File: src/rtl/rgb_capture_pkg.sv
`default_nettype none
// +-----------------------------------------------------------------------+
// | Module      : rgb_capture_pkg                                         |
// | Description : Shared constants for the RGB565 capture block: state    |
// |               encoding, video pin polarities and pixel field layout.  |
// | Revision    : 1.0  initial release                                    |
// +-----------------------------------------------------------------------+
package rgb_capture_pkg;

    // Pixel bus width and the synchronized bus {pclk, hsync, vsync, de, color}
    localparam int PIX_W  = 16;
    localparam int SYNC_W = PIX_W + 4;

    // Capture state encoding
    localparam logic [1:0] c_IDLE  = 2'd0;
    localparam logic [1:0] c_SEEK  = 2'd1;
    localparam logic [1:0] c_FRAME = 2'd2;

    // Pin polarities: syncs are active-low, data enable is active-high
    localparam logic c_SYNC_ACTIVE = 1'b0;
    localparam logic c_SYNC_IDLE   = 1'b1;
    localparam logic c_DE_ACTIVE   = 1'b1;

    // RGB565 field offsets within a pixel word
    localparam int RGB_R_MSB = 15;
    localparam int RGB_R_LSB = 11;
    localparam int RGB_G_MSB = 10;
    localparam int RGB_G_LSB = 5;
    localparam int RGB_B_MSB = 4;
    localparam int RGB_B_LSB = 0;

endpackage
`default_nettype wire

File: src/rtl/rgb_capture_sync.sv
`default_nettype none
// +-----------------------------------------------------------------------+
// | Module      : rgb_capture_sync                                        |
// | Description : Two-flop synchronizer bank for the 20 video pins, the   |
// |               pclk falling-edge sample detector and the registers     |
// |               holding vsync/de as seen at the previous sample.        |
// | Revision    : 1.0  initial release                                    |
// +-----------------------------------------------------------------------+
module rgb_capture_sync
    import rgb_capture_pkg::*;
(
    input  logic             clk,
    input  logic             reset,
    input  logic             i_pclk,
    input  logic             i_hsync,
    input  logic             i_vsync,
    input  logic             i_de,
    input  logic [PIX_W-1:0] i_color,
    output logic             o_sample,
    output logic             o_hsync,
    output logic             o_vsync,
    output logic             o_de,
    output logic [PIX_W-1:0] o_color,
    output logic             o_vsync_prev,
    output logic             o_de_prev
);

    // pclk resets low so that leaving reset can never fake a falling edge
    localparam logic [SYNC_W-1:0] c_SYNC_RST =
        {1'b0, c_SYNC_IDLE, c_SYNC_IDLE, ~c_DE_ACTIVE, {PIX_W{1'b0}}};

    logic [SYNC_W-1:0] w_pins;
    logic [SYNC_W-1:0] r_meta;
    logic [SYNC_W-1:0] r_sync;
    logic              r_pclk_d;
    logic              r_vsync_prev;
    logic              r_de_prev;

    assign w_pins = {i_pclk, i_hsync, i_vsync, i_de, i_color};

    // Two-stage synchronizer for every video pin
    always_ff @(posedge clk) begin
        if (reset) begin
            r_meta <= c_SYNC_RST;
            r_sync <= c_SYNC_RST;
        end else begin
            r_meta <= w_pins;
            r_sync <= r_meta;
        end
    end

    // Delayed synchronized pclk for falling-edge detection
    always_ff @(posedge clk) begin
        if (reset) begin
            r_pclk_d <= 1'b0;
        end else begin
            r_pclk_d <= r_sync[SYNC_W-1];
        end
    end

    // Falling pclk lands mid-eye, since the transmitter launches on the rise
    assign o_sample = r_pclk_d & ~r_sync[SYNC_W-1];

    // vsync/de captured at each sample, giving the reference for edge tests
    always_ff @(posedge clk) begin
        if (reset) begin
            r_vsync_prev <= c_SYNC_IDLE;
            r_de_prev    <= ~c_DE_ACTIVE;
        end else if (o_sample) begin
            r_vsync_prev <= r_sync[SYNC_W-3];
            r_de_prev    <= r_sync[SYNC_W-4];
        end
    end

    assign o_hsync      = r_sync[SYNC_W-2];
    assign o_vsync      = r_sync[SYNC_W-3];
    assign o_de         = r_sync[SYNC_W-4];
    assign o_color      = r_sync[PIX_W-1:0];
    assign o_vsync_prev = r_vsync_prev;
    assign o_de_prev    = r_de_prev;

endmodule
`default_nettype wire

File: src/rtl/rgb_capture.sv
`default_nettype none
// +-----------------------------------------------------------------------+
// | Module      : rgb_capture                                             |
// | Description : Oversampling RGB565 video capture. Recovers pixel       |
// |               coordinates, emits one write strobe per active pixel,   |
// |               checks frame geometry and reports lock and errors.      |
// |               Macro RGB_CAPTURE_MEASURE_EN builds the meas_width /    |
// |               meas_height registers and the two-frame lock qualifier. |
// | Revision    : 1.0  initial release                                    |
// +-----------------------------------------------------------------------+
module rgb_capture
    import rgb_capture_pkg::*;
#(
    parameter int WIDTH  = 480,
    parameter int HEIGHT = 480,
    parameter int XW     = 10,
    parameter int YW     = 10
) (
    input  logic             clk,
    input  logic             reset,
    input  logic             enable,
    input  logic             pclk_in,
    input  logic             hsync_in,
    input  logic             vsync_in,
    input  logic             de_in,
    input  logic [PIX_W-1:0] color_in,
    output logic             pix_valid,
    output logic [XW-1:0]    pix_x,
    output logic [YW-1:0]    pix_y,
    output logic [PIX_W-1:0] pix_color,
    output logic             frame_start,
    output logic             frame_done,
    output logic             locked,
    output logic             err_overrun,
    output logic             err_short,
    output logic [XW-1:0]    meas_width,
    output logic [YW-1:0]    meas_height
);

    localparam logic [XW-1:0] c_WIDTH  = XW'(WIDTH);
    localparam logic [YW-1:0] c_HEIGHT = YW'(HEIGHT);
    localparam logic [XW-1:0] c_X_MAX  = {XW{1'b1}};
    localparam logic [YW-1:0] c_Y_MAX  = {YW{1'b1}};

    logic             w_sample;
    logic             w_hsync_s;
    logic             w_vsync_s;
    logic             w_de_s;
    logic [PIX_W-1:0] w_color_s;
    logic             w_vsync_prev;
    logic             w_de_prev;

    rgb_capture_sync u_sync (
        .clk          (clk),
        .reset        (reset),
        .i_pclk       (pclk_in),
        .i_hsync      (hsync_in),
        .i_vsync      (vsync_in),
        .i_de         (de_in),
        .i_color      (color_in),
        .o_sample     (w_sample),
        .o_hsync      (w_hsync_s),
        .o_vsync      (w_vsync_s),
        .o_de         (w_de_s),
        .o_color      (w_color_s),
        .o_vsync_prev (w_vsync_prev),
        .o_de_prev    (w_de_prev)
    );

    logic [1:0]    r_state;
    logic [XW-1:0] r_x;
    logic [YW-1:0] r_y;
    logic          r_start_pend;

    logic          w_vsync_fall;
    logic          w_de_fall;
    logic          w_de_beat;
    logic          w_in_frame;
    logic          w_frame_open;
    logic          w_in_range;
    logic          w_px_ok;
    logic          w_px_ovr;
    logic          w_line_end;
    logic          w_frame_close;
    logic [XW-1:0] w_x_inc;
    logic [YW-1:0] w_y_inc;
    logic [YW-1:0] w_y_lined;
    logic          w_err_short_n;
    logic          w_err_any;

    assign w_vsync_fall  = w_sample & (w_vsync_prev == c_SYNC_IDLE) & (w_vsync_s == c_SYNC_ACTIVE);
    assign w_de_fall     = w_sample & (w_de_prev == c_DE_ACTIVE) & (w_de_s != c_DE_ACTIVE);
    assign w_de_beat     = w_sample & (w_de_s == c_DE_ACTIVE);
    assign w_in_frame    = enable & (r_state == c_FRAME);
    assign w_frame_open  = enable & (r_state == c_SEEK) & w_vsync_fall;
    assign w_in_range    = (r_x < c_WIDTH) & (r_y < c_HEIGHT);
    assign w_px_ok       = w_in_frame & w_de_beat & w_in_range;
    assign w_px_ovr      = w_in_frame & w_de_beat & ~w_in_range;
    assign w_line_end    = w_in_frame & w_de_fall;
    assign w_frame_close = w_in_frame & w_vsync_fall;
    assign w_x_inc       = (r_x == c_X_MAX) ? r_x : r_x + XW'(1);
    assign w_y_inc       = (r_y == c_Y_MAX) ? r_y : r_y + YW'(1);
    // Line end is applied before frame close, so a coincident line counts
    assign w_y_lined     = w_line_end ? w_y_inc : r_y;
    assign w_err_short_n = (w_line_end & (r_x < c_WIDTH)) |
                           (w_frame_close & (w_y_lined < c_HEIGHT));
    assign w_err_any     = w_px_ovr | w_err_short_n;

    // Capture state machine and x/y position counters
    always_ff @(posedge clk) begin
        if (reset || !enable) begin
            r_state <= c_IDLE;
            r_x     <= '0;
            r_y     <= '0;
        end else begin
            case (r_state)
                c_IDLE: r_state <= c_SEEK;
                c_SEEK: begin
                    if (w_vsync_fall) begin
                        r_state <= c_FRAME;
                        r_x     <= '0;
                        r_y     <= '0;
                    end
                end
                c_FRAME: begin
                    if (w_vsync_fall) begin
                        r_x <= '0;
                        r_y <= '0;
                    end else if (w_de_fall) begin
                        r_x <= '0;
                        r_y <= w_y_inc;
                    end else if (w_de_beat) begin
                        r_x <= w_x_inc;
                    end
                end
                default: r_state <= c_IDLE;
            endcase
        end
    end

    // Pixel write port; coordinates and data hold between strobes
    always_ff @(posedge clk) begin
        if (reset) begin
            pix_valid <= 1'b0;
            pix_x     <= '0;
            pix_y     <= '0;
            pix_color <= '0;
        end else begin
            pix_valid <= w_px_ok;
            if (w_px_ok) begin
                pix_x     <= r_x;
                pix_y     <= r_y;
                pix_color <= w_color_s;
            end
        end
    end

    // Frame and error pulses; a restart's frame_start trails frame_done by one
    always_ff @(posedge clk) begin
        if (reset) begin
            frame_start  <= 1'b0;
            frame_done   <= 1'b0;
            err_overrun  <= 1'b0;
            err_short    <= 1'b0;
            r_start_pend <= 1'b0;
        end else begin
            frame_start  <= w_frame_open | (enable & r_start_pend);
            frame_done   <= w_frame_close;
            err_overrun  <= w_px_ovr;
            err_short    <= w_err_short_n;
            r_start_pend <= w_frame_close;
        end
    end

`ifdef RGB_CAPTURE_MEASURE_EN
    logic [XW-1:0] r_meas_width;
    logic [YW-1:0] r_meas_height;
    logic          r_good_once;
    logic          r_frame_err;
    logic          r_locked;
    logic [XW-1:0] w_width_n;
    logic          w_frame_good;

    assign w_width_n    = w_line_end ? r_x : r_meas_width;
    assign w_frame_good = w_frame_close & ~(r_frame_err | w_err_any) &
                          (w_width_n == c_WIDTH) & (w_y_lined == c_HEIGHT);

    // Geometry measurement and two-consecutive-good-frames lock
    always_ff @(posedge clk) begin
        if (reset) begin
            r_meas_width  <= '0;
            r_meas_height <= '0;
            r_good_once   <= 1'b0;
            r_frame_err   <= 1'b0;
            r_locked      <= 1'b0;
        end else if (!enable) begin
            r_good_once <= 1'b0;
            r_frame_err <= 1'b0;
            r_locked    <= 1'b0;
        end else begin
            if (w_line_end) begin
                r_meas_width <= r_x;
            end
            if (w_frame_close) begin
                r_meas_height <= w_y_lined;
            end
            if (w_err_any) begin
                r_locked <= 1'b0;
            end
            if (w_frame_close || w_frame_open) begin
                r_frame_err <= 1'b0;
            end else if (w_err_any) begin
                r_frame_err <= 1'b1;
            end
            if (w_frame_close) begin
                r_good_once <= w_frame_good;
                if (w_frame_good && r_good_once) begin
                    r_locked <= 1'b1;
                end
            end else if (w_err_any) begin
                r_good_once <= 1'b0;
            end
        end
    end

    assign meas_width  = r_meas_width;
    assign meas_height = r_meas_height;
    assign locked      = r_locked;
`else
    logic r_frame_err;
    logic r_locked;

    // Lock after any single frame that closes without an error pulse
    always_ff @(posedge clk) begin
        if (reset || !enable) begin
            r_frame_err <= 1'b0;
            r_locked    <= 1'b0;
        end else begin
            if (w_frame_close || w_frame_open) begin
                r_frame_err <= 1'b0;
            end else if (w_err_any) begin
                r_frame_err <= 1'b1;
            end
            if (w_err_any) begin
                r_locked <= 1'b0;
            end else if (w_frame_close && !r_frame_err) begin
                r_locked <= 1'b1;
            end
        end
    end

    assign meas_width  = '0;
    assign meas_height = '0;
    assign locked      = r_locked;
`endif

endmodule
`default_nettype wire

File: config.mk
export PLATFORM = sky130hd
export DESIGN_NAME = rgb_capture
export DESIGN_NICKNAME = d
export VERILOG_FILES = /design/src/rtl/rgb_capture_pkg.sv /design/src/rtl/rgb_capture_sync.sv /design/src/rtl/rgb_capture.sv
export SDC_FILE = /design/constraint.sdc
export NUM_CORES = 1
export LEC_CHECK = 0
export BUFFER_PORTS_ARGS = -buffer_cell sky130_fd_sc_hd__buf_2
export CAP_MARGIN = 20
export CORE_ASPECT_RATIO = 1.75
export CORE_MARGIN = 4
export CORE_UTILIZATION = 35
export CTS_CLUSTER_SIZE = 8
export DETAILED_ROUTE_END_ITERATION = 10
export GPL_ROUTABILITY_DRIVEN = 0
export PLACE_DENSITY_LB_ADDON = 0.25
export SKIP_CTS_REPAIR_TIMING = 1
export SYNTH_ARGS = -nofsm -noshare
export SYNTH_HDL_FRONTEND = slang
export SYNTH_SLANG_ARGS = --single-unit
File: constraint.sdc
create_clock -name clk -period 1.7 [get_ports clk]
set_clock_uncertainty 0.05 [all_clocks]
set_input_delay 0.34 -clock clk [delete_from_list [all_inputs] [get_ports clk]]
set_output_delay 0.34 -clock clk [all_outputs]
set_load 0.01 [all_outputs]
; Word level (Yosys, flattened, before mapping)
; Index checks and enable logic that the tools add are counted.
[totals]
in_bits = 23
romBits = 0
memories = 0
ff_bits = 108
latchBits = 0
elab_cells = 82
ramBits = 0
[op_classes]
magnitude_cmp = 3
n_reduce_logical = 12
n_bitwise = 26
shift = 0
eq_ne = 8
div_mod_pow = 0
addsub = 2
n_mux = 13
mul = 0
[ops]
columns = op, count
row1 = 10-bit two-way mux, 9
row2 = 10-bit case mux with 2 select lines, 2
row3 = "10-bit by 9-bit < comparator with 1-bit output, second input constant", 3
row4 = "10-bit by 1-bit adder with 10-bit output, second input constant", 2
row5 = "10-bit equality test, second input constant", 2
row6 = 1-bit AND, 18
row7 = "4-bit inequality test, second input constant", 2
row8 = 2-bit case mux with 3 select lines, 1
row9 = 1-bit NOT, 5
row10 = 4-bit AND reduction, 1
row11 = 2-bit OR reduction, 2
row12 = "3-bit inequality test, second input constant", 1
row13 = 1-bit bitwise OR, 3
row14 = 3-bit AND reduction, 1
row15 = "2-bit by 1-bit equality test with 1-bit output, second input constant", 1
row16 = "2-bit equality test, second input constant", 1
row17 = 1-bit zero test, 2
row18 = 2-bit zero test, 1
row19 = 1-bit logical OR, 2
row20 = 2-bit two-way mux, 1
row21 = "2-bit inequality test, second input constant", 1
row22 = 2-bit AND reduction, 1
row23 = 2-bit nonzero test, 1
row24 = 1-bit logical AND, 1

; Depth between registers and ports, before layout
[logic_depth]
ltp_word = 11
depth_mapped = 8

; Hierarchy
; A second synthesis with hierarchy kept.
[hier_totals]
hier_cells = 487
hier_area_um2 = 4292.9
[by_module_without_submodules]
columns = mod, instances, area_each_um2, cells_each
row1 = rgb_capture, 1, 2979.1, 376
row2 = rgb_capture_sync, 1, 1313.8, 111

; Worst setup path before layout
; Ideal clock, no wire load.
[synth_path]
path_type = register -> register
startpoint = reg r_state[1]
endpoint = reg r_y[3]
period_less_slack_ps = 1860
t_required_ps = 1517
setup_slack_ps = -160
path_stages_with_launch = 9
path_buffers = 1
setup_time_ps = 133
t_arrival_ps = 1677
cell_sequence = dfxtp_1 -> inv_1 -> ha_1 -> buf_2 -> nor3b_2 -> o221ai_2 -> nor4b_1 -> xnor2_1 -> nor2_1
[synth_via]
elab_chain_len = 3
word_cells_on_any_way = 7
[synth_rtl]
columns = element, line_no
row1 = from (decl), rgb_capture.sv:70  ; logic [1:0] r_state;
row2 = from (signal assigned), rgb_capture.sv:112  ; r_state <= c_IDLE;
row3 = from (signal assigned), rgb_capture.sv:117  ; c_IDLE: r_state <= c_SEEK;
row4 = from (signal assigned), rgb_capture.sv:120  ; r_state <= c_FRAME;
row5 = 2-bit equality test / 2-bit by 1-bit equality test with 1-bit output (equally long branches), rgb_capture.sv:116  ; case (r_state)
row6 = 3-bit inequality test (no source line) (tied with other cells), --
row7 = 3-bit AND reduction (no source line), --
row8 = to (signal assigned), rgb_capture.sv:131  ; r_y <= w_y_inc;
row9 = to (decl), rgb_capture.sv:72  ; logic [YW-1:0] r_y;
; Several ways; a longest one is shown, not always the timed one.
; A chain may end at the register's enable or synchronous reset.

; Worst setup path in the final report
[layout_path]
startpoint = reg r_x[1]
endpoint = reg r_x[1]
[layout_via]
elab_chain_len = 6
word_cells_on_any_way = 9
[layout_rtl]
columns = element, line_no
row1 = from (decl), rgb_capture.sv:71  ; logic [XW-1:0] r_x;
row2 = from (signal assigned), rgb_capture.sv:133  ; r_x <= w_x_inc;
row3 = 10-bit by 1-bit adder with 10-bit output, rgb_capture.sv:101  ; assign w_x_inc = (r_x == c_X_MAX) ? r_x : r_x + XW'(1);
row4 = 10-bit two-way mux, rgb_capture.sv:101
row5 = 10-bit two-way mux, rgb_capture.sv:132  ; end else if (w_de_beat) begin
row6 = 10-bit two-way mux, rgb_capture.sv:129  ; end else if (w_de_fall) begin
row7 = 10-bit two-way mux, rgb_capture.sv:126  ; if (w_vsync_fall) begin
row8 = 10-bit case mux with 2 select lines, rgb_capture.sv:116
; Several ways; a longest one is shown, not always the timed one. The select of a mux whose other input is x is not followed.

==> impl_metrics.json <==
{
  "worstRegToRegCells": 7,
  "synth_area_leaders": "dfxtp_1 49%, mux2i_1 8.3%, nor2b_1 5.8%",
  "synth.most_common_cell": "dfxtp_1",
  "setup_viol": 9,
  "r2r_setup_slack_ns": -0.03,
  "critPathLaunch": "r_x[1]",
  "clock_latency_ns": 0.34,
  "cap_violations": 0,
  "grt.overflow.total": 0,
  "first_pass_iters": 4,
  "ir_worst_vdd_mv": 0.5724,
  "yosysTopAreaCell": "dfxtp_1",
  "critPathMaxFanout": 5,
  "yosys-top-cells-count": "106 x dfxtp_1, 54 x nor2_1, 40 x nor2b_1",
  "worstSetupPathDepth": 7,
  "wirelength_mm": 10.31,
  "layout.cells.non_filler": 730,
  "drcViolationCount": 0,
  "synth_cells": 444,
  "grt_start_max_net_pins": 68,
  "sw_frac_of_total_pct": 23.31,
  "synth.yosys.warnings": 0,
  "hp-class": "input port to flop",
  "synth_area_um2": 4335,
  "antenna_cells": 0,
  "place_inst": 708,
  "vias": 3483,
  "critPathCapture": "r_x[1]",
  "clock-sinks": 106,
  "critPathKind": "flop to flop",
  "async_flop_share_pct": 0,
  "critPathLaunchType": "flop",
  "violations": "setup timing",
  "fin_nets": 589,
  "drt_iter0_drc": 107,
  "cts_made_buffers": 9,
  "p_switching_uw": 1104,
  "die-area_um2": 14300,
  "track_usage_pct": 13.97,
  "ys_seq_area_share_pct": 48.95,
  "wl_per_cell_um": 14.13,
  "end_kind": "flop",
  "root_buffer": "clkbuf_16",
  "ys_ff_latch": 106,
  "place_area_um2": 5223,
  "slew_viol_final": 0,
  "antenna_left": 0,
  "grt_pass1_vias": 3424,
  "antenna_found_initial": 0,
  "slowest_delay_ns": 0.40,
  "cp.required_ns": 1.91,
  "grt_pass1_wl_mm": 16.04,
  "rr_endpoint": "r_x[1]",
  "drive_gt1_share_pct": 36.99,
  "finalCriticalPeriod_ns": 1.731,
  "crit_slowest_cell": "a221oi_4",
  "clock_path_buffers": 2,
  "p_leak_uw": 0.002631,
  "crit_buf_inv": 1,
  "critical_path.top_delay_family": "compound AO/OA/AOI/OAI gates",
  "synth_edf_count": 0,
  "start_util_pct": 35.92,
  "dpl.hpwl_mm": 7.325,
  "syn_area_per_cell_um2": 9.764,
  "stdcell_area_um2": 5831,
  "die_w_um": 92.13,
  "clk_pin_slew_ns": 0.07,
  "syn_to_final_growth_pct": 34.49,
  "worstPathArrival_ns": 1.95,
  "worst_slack_ns": -0.03061,
  "dp_worst_setup_slack_ns": -0.1133,
  "post-route-period-util_pct": 101.8,
  "r2r-start": "r_x[1]",
  "p_int_uw": 3631,
  "clockPowerShare_pct": 42.2,
  "viasPerCell": 4.771,
  "status": "complete, but fails checks",
  "synth_ff_type": "dfxtp_1",
  "rsz0062_at_grt": "yes",
  "power_density_nw_per_um2": 812.0,
  "combPwrFrac_pct": 4.3,
  "h-tree-depth": 3,
  "die_y_um": 155.2,
  "ios": 85,
  "synth.distinct_cells": 57,
  "cts_tree": "built",
  "max_freq_ghz": 0.5778,
  "synth_top_cell_area_share_pct": 48.95,
  "cp_cell_sequence": "ha_4 -> and3_4 -> nand4_4 -> a221oi_4 -> buf_6 -> o21ai_1 -> a21oi_1",
  "placement.io_buffers": 63,
  "hold_viol_final": 0,
  "core_area_um2": 12070,
  "seqPwrFrac_pct": 53.5,
  "rows": 53
}
## how the worst min path moves through the flow
stage	start	to	slack (ns)	depth (start not counted)
after CTS	vsync_in	u_sync.r_meta[17]	0.12	2
after global routing	vsync_in	u_sync.r_meta[17]	0.12	2
after floorplan	u_sync.r_meta[17]	u_sync.r_sync[17]	0.34	1
final	vsync_in	u_sync.r_meta[17]	0.13	2
after global placement	u_sync.r_meta[17]	u_sync.r_sync[17]	0.34	1
after detailed placement	u_sync.r_meta[17]	u_sync.r_sync[17]	0.35	1
## logic make-up after synthesis
| kind of cell | synth area share, % |
|---|---|
| other | 0.08650 |
| AND/OR/NAND/NOR | 23.52 |
| flip-flops | 48.95 |
| AO/OA/AOI/OAI | 10.01 |
| buffers and inverters | 7.070 |
| XOR/XNOR | 0.6062 |
| adder cells (fa/ha/maj) | 1.443 |
| multiplexers | 8.312 |
## stage by stage
stage	total power, uW	hold WS [ns]	TNS (ns)	util [%]
after floorplan	2746	0.3395	-0.05201	-
after global placement	2780	0.3443	-1.117	43.27
final	4734	0.1293	-0.1022	48.31
after CTS	4815	0.1164	-2.973	45.64
after global routing	4954	0.1206	-3.489	48.31
after detailed placement	2786	0.3548	-2.440	43.27
## worst register-to-register path: stages (launching register included)
cell and delay (ns):
dfxtp_2 0.35, ha_4 0.14, and3_4 0.21, nand4_4 0.12, a221oi_4 0.40, buf_6 0.18
o21ai_1 0.07, a21oi_1 0.13
## placed cells by master, fill, tap and decap left out, drive strengths merged, types with 2 or more instances in the layout
master,n
nand4b,6
and3b,2
nor3,9
nor3b,8
xnor2,3
o31ai,7
nand3,9
inv,11
nand3b,3
o21ai,8
mux2i,36
or2,2
a311oi,6
a31oi,4
buf,131
nor2b,40
nand2,16
nand2b,6
a21oi,22
and3,10
nor2,56
conb,20
a41oi,2
clkbuf,11
nand4,5
clkinv,2
ha,5
dfxtp,106
## flip-flops by register name (all words and copies together) (netlist names), 2 cells and up
name and flops:
pix_x 10, u_sync.r_meta 19, r_x 10, u_sync.r_sync 19
pix_y 10, r_state 2, r_y 10, pix_color 16
## power groups by stage
stage / logic [uW] / registers, uW / clock network (uW)
global route: 226 / 2540 / 2190
floorplan: 156 / 2590 / 0
finish: 205 / 2530 / 2000
detailed placement: 193 / 2590 / 0
global placement: 189 / 2590 / 0
CTS: 194 / 2530 / 2090
## final cells by class
class / instances / area, um2
clock buffer: 9 / 225.2
clock inverter: 6 / 60.06
fill: 1186 / 6238
inverter: 7 / 31.28
multi-input combinational: 304 / 2217
sequential: 106 / 2147
tap: 165 / 206.4
timing repair buffer: 133 / 943.4
## metal layers
metal	up-vias	track usage, %	share of wire (%)
li1	1728	-	-
met1	1657	14.66	37
met2	82	26.01	56
met3	16	3.628	4.7
met4	0	5.741	2.1
met5	-	0	0
(Power assumes the default switching activity.)
